**src/rtl/plot_fb_writer_if.sv**
```systemverilog
// Pixel bus between the rasteriser, the framebuffer writer and the memory arbiter.
//   vga_x/vga_y/vga_plot/colour : per-cycle plot strobe from the rasteriser (no backpressure)
//   fb_addr/fb_data/fb_we       : framebuffer write request toward the arbiter
//   fb_ready                    : arbiter accepts the write on an edge where fb_we && fb_ready
// The slave modport is the writer's view. The master modport is the surrounding
// environment's view: it drives the strobes and fb_ready.
interface plot_fb_writer_if;
  logic [7:0]  vga_x;
  logic [6:0]  vga_y;
  logic        vga_plot;
  logic [2:0]  colour;
  logic [14:0] fb_addr;
  logic [2:0]  fb_data;
  logic        fb_we;
  logic        fb_ready;

  modport slave (
    input  vga_x, vga_y, vga_plot, colour, fb_ready,
    output fb_addr, fb_data, fb_we
  );

  modport master (
    output vga_x, vga_y, vga_plot, colour, fb_ready,
    input  fb_addr, fb_data, fb_we
  );
endinterface

```
**src/rtl/plot_fb_writer.sv**
```systemverilog
// Framebuffer writer downstream of the triangle rasteriser.
// Clips plot strobes to the visible screen, buffers accepted pixels in a FIFO,
// and issues linear-address framebuffer writes under a valid/ready handshake.
// Ports:
//   clk, rst    : clock, asynchronous active-high reset
//   bus         : plot strobe inputs and framebuffer write outputs (slave modport)
//   clr_status  : synchronous clear of overflow and clip_count
//   idle        : FIFO empty and no pending write
//   overflow    : sticky, an in-screen pixel was dropped because the buffer was full
//   clip_count  : saturating count of off-screen pixels
module plot_fb_writer #(
  parameter int DEPTH    = 8,
  parameter int SCREEN_W = 160,
  parameter int SCREEN_H = 120
) (
  input  logic                  clk,
  input  logic                  rst,
  plot_fb_writer_if.slave       bus,
  input  logic                  clr_status,
  output logic                  idle,
  output logic                  overflow,
  output logic [15:0]           clip_count
);

  localparam int PTR_W = $clog2(DEPTH);
  localparam int CNT_W = $clog2(DEPTH + 1);

  // Linear framebuffer address; operands widened before the multiply so the
  // full 15-bit product survives.
  function automatic logic [14:0] lin_addr(input logic [7:0] x, input logic [6:0] y);
    lin_addr = 15'(y) * 15'(SCREEN_W) + 15'(x);
  endfunction

  function automatic logic [15:0] sat_inc(input logic [15:0] v);
    sat_inc = (v == 16'hFFFF) ? v : v + 16'd1;
  endfunction

  // FIFO entry layout: {x[7:0], y[6:0], colour[2:0]}
  logic [17:0]      mem_q [DEPTH];
  logic [PTR_W-1:0] wr_ptr_q, wr_ptr_d;
  logic [PTR_W-1:0] rd_ptr_q, rd_ptr_d;
  logic [CNT_W-1:0] count_q, count_d;
  logic             we_q, we_d;
  logic [14:0]      addr_q, addr_d;
  logic [2:0]       data_q, data_d;
  logic             overflow_q, overflow_d;
  logic [15:0]      clip_q, clip_d;

  logic        in_screen;
  logic        clip_evt;
  logic        fifo_empty;
  logic        fifo_full;
  logic        pop;
  logic        push;
  logic        drop;
  logic [17:0] head;

  always_comb begin
    in_screen  = bus.vga_plot && (int'(bus.vga_x) < SCREEN_W) && (int'(bus.vga_y) < SCREEN_H);
    clip_evt   = bus.vga_plot && !in_screen;
    fifo_empty = (count_q == '0);
    fifo_full  = (count_q == CNT_W'(DEPTH));
    head       = mem_q[rd_ptr_q];

    // The output register takes a new entry when it is empty or its current
    // write is being accepted this edge, which gives back-to-back writes.
    pop  = !fifo_empty && (!we_q || bus.fb_ready);
    // A full FIFO still accepts a push when the head leaves in the same cycle.
    push = in_screen && (!fifo_full || pop);
    drop = in_screen && !push;

    wr_ptr_d = push ? wr_ptr_q + PTR_W'(1) : wr_ptr_q;
    rd_ptr_d = pop  ? rd_ptr_q + PTR_W'(1) : rd_ptr_q;

    count_d = count_q;
    case ({push, pop})
      2'b10:   count_d = count_q + CNT_W'(1);
      2'b01:   count_d = count_q - CNT_W'(1);
      default: count_d = count_q;
    endcase

    we_d   = we_q;
    addr_d = addr_q;
    data_d = data_q;
    if (pop) begin
      we_d   = 1'b1;
      addr_d = lin_addr(head[17:10], head[9:3]);
      data_d = head[2:0];
    end else if (we_q && bus.fb_ready) begin
      we_d = 1'b0;
    end

    // A new event in the same cycle as a clear takes priority over the clear.
    overflow_d = overflow_q;
    if (drop)            overflow_d = 1'b1;
    else if (clr_status) overflow_d = 1'b0;

    clip_d = clip_q;
    if (clip_evt)        clip_d = clr_status ? 16'd1 : sat_inc(clip_q);
    else if (clr_status) clip_d = 16'd0;
  end

  // FIFO storage carries data only, so it is written without reset.
  always_ff @(posedge clk) begin
    if (push) mem_q[wr_ptr_q] <= {bus.vga_x, bus.vga_y, bus.colour};
  end

  always_ff @(posedge clk or posedge rst) begin
    if (rst) begin
      wr_ptr_q   <= '0;
      rd_ptr_q   <= '0;
      count_q    <= '0;
      we_q       <= 1'b0;
      addr_q     <= '0;
      data_q     <= '0;
      overflow_q <= 1'b0;
      clip_q     <= '0;
    end else begin
      wr_ptr_q   <= wr_ptr_d;
      rd_ptr_q   <= rd_ptr_d;
      count_q    <= count_d;
      we_q       <= we_d;
      addr_q     <= addr_d;
      data_q     <= data_d;
      overflow_q <= overflow_d;
      clip_q     <= clip_d;
    end
  end

  assign bus.fb_we   = we_q;
  assign bus.fb_addr = addr_q;
  assign bus.fb_data = data_q;
  assign idle        = fifo_empty && !we_q;
  assign overflow    = overflow_q;
  assign clip_count  = clip_q;

endmodule

```
**src/flat_wrapper.sv**
```systemverilog
// flat-port wrapper written by rule: the top's interface ports become plain ports
module plot_fb_writer_flat 
#(
  parameter int DEPTH    = 8,
  parameter int SCREEN_W = 160,
  parameter int SCREEN_H = 120
)
  (clk, rst, clr_status, idle, overflow, clip_count, bus_vga_x, bus_vga_y, bus_vga_plot, bus_colour, bus_fb_ready, bus_fb_addr, bus_fb_data, bus_fb_we);
  plot_fb_writer_if bus_i ();
  input  logic clk;
  input  logic rst;
  input  logic clr_status;
  output logic idle;
  output logic overflow;
  output logic [15:0] clip_count;
  input wire logic [$bits(bus_i.vga_x)-1:0] bus_vga_x;
  input wire logic [$bits(bus_i.vga_y)-1:0] bus_vga_y;
  input wire logic [$bits(bus_i.vga_plot)-1:0] bus_vga_plot;
  input wire logic [$bits(bus_i.colour)-1:0] bus_colour;
  input wire logic [$bits(bus_i.fb_ready)-1:0] bus_fb_ready;
  output wire logic [$bits(bus_i.fb_addr)-1:0] bus_fb_addr;
  output wire logic [$bits(bus_i.fb_data)-1:0] bus_fb_data;
  output wire logic [$bits(bus_i.fb_we)-1:0] bus_fb_we;
  assign bus_i.vga_x = bus_vga_x;
  assign bus_i.vga_y = bus_vga_y;
  assign bus_i.vga_plot = bus_vga_plot;
  assign bus_i.colour = bus_colour;
  assign bus_i.fb_ready = bus_fb_ready;
  assign bus_fb_addr = bus_i.fb_addr;
  assign bus_fb_data = bus_i.fb_data;
  assign bus_fb_we = bus_i.fb_we;
  plot_fb_writer #(.DEPTH(DEPTH), .SCREEN_W(SCREEN_W), .SCREEN_H(SCREEN_H)) u_core (.clk(clk), .rst(rst), .bus(bus_i), .clr_status(clr_status), .idle(idle), .overflow(overflow), .clip_count(clip_count));
endmodule
```
**config.mk**
```make
export PLATFORM = sky130hd
export DESIGN_NAME = plot_fb_writer_flat
export DESIGN_NICKNAME = d
export VERILOG_FILES = /design/src/rtl/plot_fb_writer_if.sv /design/src/rtl/plot_fb_writer.sv /design/src/flat_wrapper.sv
export SDC_FILE = /design/constraint.sdc
export NUM_CORES = 1
export LEC_CHECK = 0
export BUFFER_PORTS_ARGS = -buffer_cell sky130_fd_sc_hd__buf_2
export CAP_MARGIN = 10
export CORE_MARGIN = 3
export CORE_UTILIZATION = 50
export CTS_BUF_LIST = sky130_fd_sc_hd__clkbuf_8
export DETAILED_ROUTE_END_ITERATION = 10
export GPL_TIMING_DRIVEN = 0
export PLACE_DENSITY_LB_ADDON = 0.12
export SYNTH_ARGS = -nofsm -noshare
export SYNTH_HDL_FRONTEND = slang
export SYNTH_SLANG_ARGS = --single-unit
```
**constraint.sdc**
```tcl
create_clock -name clk -period 6.3 [get_ports clk]
set_input_delay 0.63 -clock clk [delete_from_list [all_inputs] [get_ports clk]]
set_output_delay 0.63 -clock clk [all_outputs]
set_load 0.01 [all_outputs]
```
==> metrics.txt <==
register area 5480 um^2; most frequent cells in the layout edfxtp_1, buf_2, dfrtp_1, nor2_1, mux4_2; Mapped Nets 527; Post-synth top flop edfxtp_1; Non-Filler Instances 795; Worst VDD drop 0.226 mV; Post-CTS Resized 0; Critical R2R Launch u_core.rd_ptr_q[1]; crit path capture type register; P per Cell Area 467 nW/um^2; WHS 0.112 ns; RSZ-0062 raised after global routing false; synthesis-to-layout area growth 14.7%; drt drc 0; Tot Pwr 4.31 mW; Setup crit start kind register; largest net degree at the start of global routing 35; Final Hold Viols 0; gp weighted congestion 0.839; fin crit period 4.28 ns; Final setup viols 0; synthesized area 8050 um^2; vias in the first global route 4481; row count 45; Max Cap Violations 0; area of the multi-input gates 2480 um^2; Slew Viols, Final 0; CTS Buffer Depth 2; Final WS setup 2.02 ns; port bufs 58; CP Class register to register; most common cell after layout, fill and taps aside edfxtp_1; final instance area 9230 um^2; number of clock sinks 190; antenna cell count 0; Max Clock Skew 0.0106 ns; Core Region 15500 um^2; CTS H-tree depth 4; io pins 60; 1st-iter DRT viols 327; reg2reg setup slack 2.02 ns; syn_area_per_cell 16.7 um^2; worst-path fanout max 10; FF-to-FF path depth 13; CTS buffer count 17; die height 133 um; Post-synth EDFFs 144; Initial Util 52.0%; final wirelength 15.7 mm; first-pass GRT wire length 25.3 mm; vias per inst 5.59; Horiz. Die Dim 133 um; outcome completed; pre-CTS setup slack 2.04 ns; hold bufs inserted after CTS 0; Setup Buffers After CTS 0; total track usage 19.0%; Antenna Violating Nets Remaining 0; leakage 3.41 nW; proportion of layout cells with a drive suffix above 1 27.9%; CTS tree built; CTS Root Cell clkbuf_8; Fmax 0.234 GHz; Critical Path RT 6.68 ns; Hold WC Path Type input pin to async pin; DP Cell Count 763; Layout fillers 1168; Avg WL per Cell 19.8 um; Post-DP Area 8830 um^2; initial antenna violation count 0; async set-or-reset flop fraction in the synthesized netlist 24.2%; Synth Register Bits 190; Synth Warn # 0; die area 17700 um^2; Slew HR 32.9%; Syn Inst Count 483; final core utilization 59.6%; Slew @ Worst Pin 1.01 ns; vias after detailed routing 4443; Clk Latency, worst-skew pair 0.46 ns; setup TNS 0 ns; post-synth cell types 52; r2r endpoint u_core.bus.fb_addr[14]; fin crit share 67.9%; clock slew at reported path FFs 0.09 ns; Final Net Count 615; grt total ovfl 0; drt first pass iters 6; sequential area share after synthesis 68.0%; HPWL reported at the end of detailed placement 10.7 mm; Critical Path AT 4.66 ns
## Yosys cell counts (2+ instances only)
master / n / share of area [%]
edfxtp_1: 144 / 54
dfrtp_1: 46 / 14
nor2_1: 40 / 1.9
mux4_2: 34 / 9.5
nand2_1: 26 / 1.2
xor2_1: 19 / 2.1
ha_1: 18 / 2.8
a21oi_1: 15 / 0.93
mux2i_1: 13 / 1.6
clkbuf_1: 11 / 0.51
inv_1: 8 / 0.37
mux2_2: 8 / 1.1
xnor2_1: 8 / 0.87
o211ai_1: 7 / 0.65
and3_1: 6 / 0.47
nand2b_1: 6 / 0.47
o2111ai_1: 6 / 0.65
o21ai_0: 6 / 0.37
buf_2: 5 / 0.31
nand3_1: 5 / 0.31
nor2b_1: 5 / 0.39
o21ai_1: 5 / 0.31
and4_1: 4 / 0.44
fa_1: 3 / 0.75
nor3_1: 3 / 0.19
a21o_1: 2 / 0.19
a311oi_1: 2 / 0.22
and2_1: 2 / 0.16
mux4_1: 2 / 0.65
nand4_1: 2 / 0.16
## flip-flops by register name, indices dropped and copies added, names as in the netlist
| signal | count |
|---|---|
| u_core.bus.fb_addr | 15 |
| u_core.mem_q | 144 |
| u_core.rd_ptr_q | 3 |
| u_core.clip_count | 16 |
| u_core.bus.fb_we | 1 |
| u_core.bus.fb_data | 3 |
| u_core.count_q | 4 |
| u_core.overflow | 1 |
| u_core.wr_ptr_q | 3 |
## where the power goes
group | internal, mW | total [mW] | leakage, nW | switching [mW]
sequential | 1.54 | 1.64 | 1.87 | 0.0929
clock | 0.361 | 0.798 | 0.208 | 0.438
combinational | 0.862 | 1.88 | 1.33 | 1.01
## cell type report
type | instances | share of cell area, %
Buffer | 18 | 0.881
Clock buffer | 17 | 2.54
Clock inverter | 15 | 1.75
Inverter | 9 | 0.366
Multi-Input combinational cell | 266 | 26.9
Sequential cell | 190 | 59.3
Tap cell | 211 | 2.86
Timing Repair Buffer | 69 | 5.37
## layer usage
metal  part of all wire (%)  global-route usage [%]  vias up
li1                       -                       -     2039
met1                     47                    27.2     2286
met2                     48                    29.7      105
met3                    4.4                    5.17       13
met4                   0.98                    4.39        0
met5                      0                       0        -
## critical path, stage by stage, from the launching register on
cell      delay, ns
dfrtp_1        0.36
buf_2          0.27
clkbuf_1       0.62
mux4_2         0.41
mux2i_1        0.39
inv_1          0.15
ha_1           0.30
ha_1           0.23
fa_1           0.41
xor2_1         0.26
nand3_1        0.15
nor4b_2        0.36
o211ai_1       0.15
a21oi_1        0.14
## kinds of logic after synthesis
logic type | after synthesis | synth area share (%)
multiplexers | 59 | 13.3
buffers and inverters | 27 | 1.43
flip-flops | 190 | 68.0
XOR/XNOR | 27 | 2.94
adder cells (fa/ha/maj) | 21 | 3.55
AND/OR/NAND/NOR | 107 | 6.45
AO/OA/AOI/OAI | 52 | 4.26
## worst max-delay path by stage
stage                       startpoint                     end  cells past startpoint
floorplan           u_core.rd_ptr_q[0]  u_core.bus.fb_addr[12]                     13
global placement          bus_vga_x[6]      u_core.mem_q[0][5]                      6
detailed placement  u_core.rd_ptr_q[1]  u_core.bus.fb_addr[14]                     13
CTS                 u_core.rd_ptr_q[1]  u_core.bus.fb_addr[14]                     13
global route        u_core.rd_ptr_q[1]  u_core.bus.fb_addr[14]                     13
finish              u_core.rd_ptr_q[1]  u_core.bus.fb_addr[14]                     13
Power figures use the tool's default switching activity.
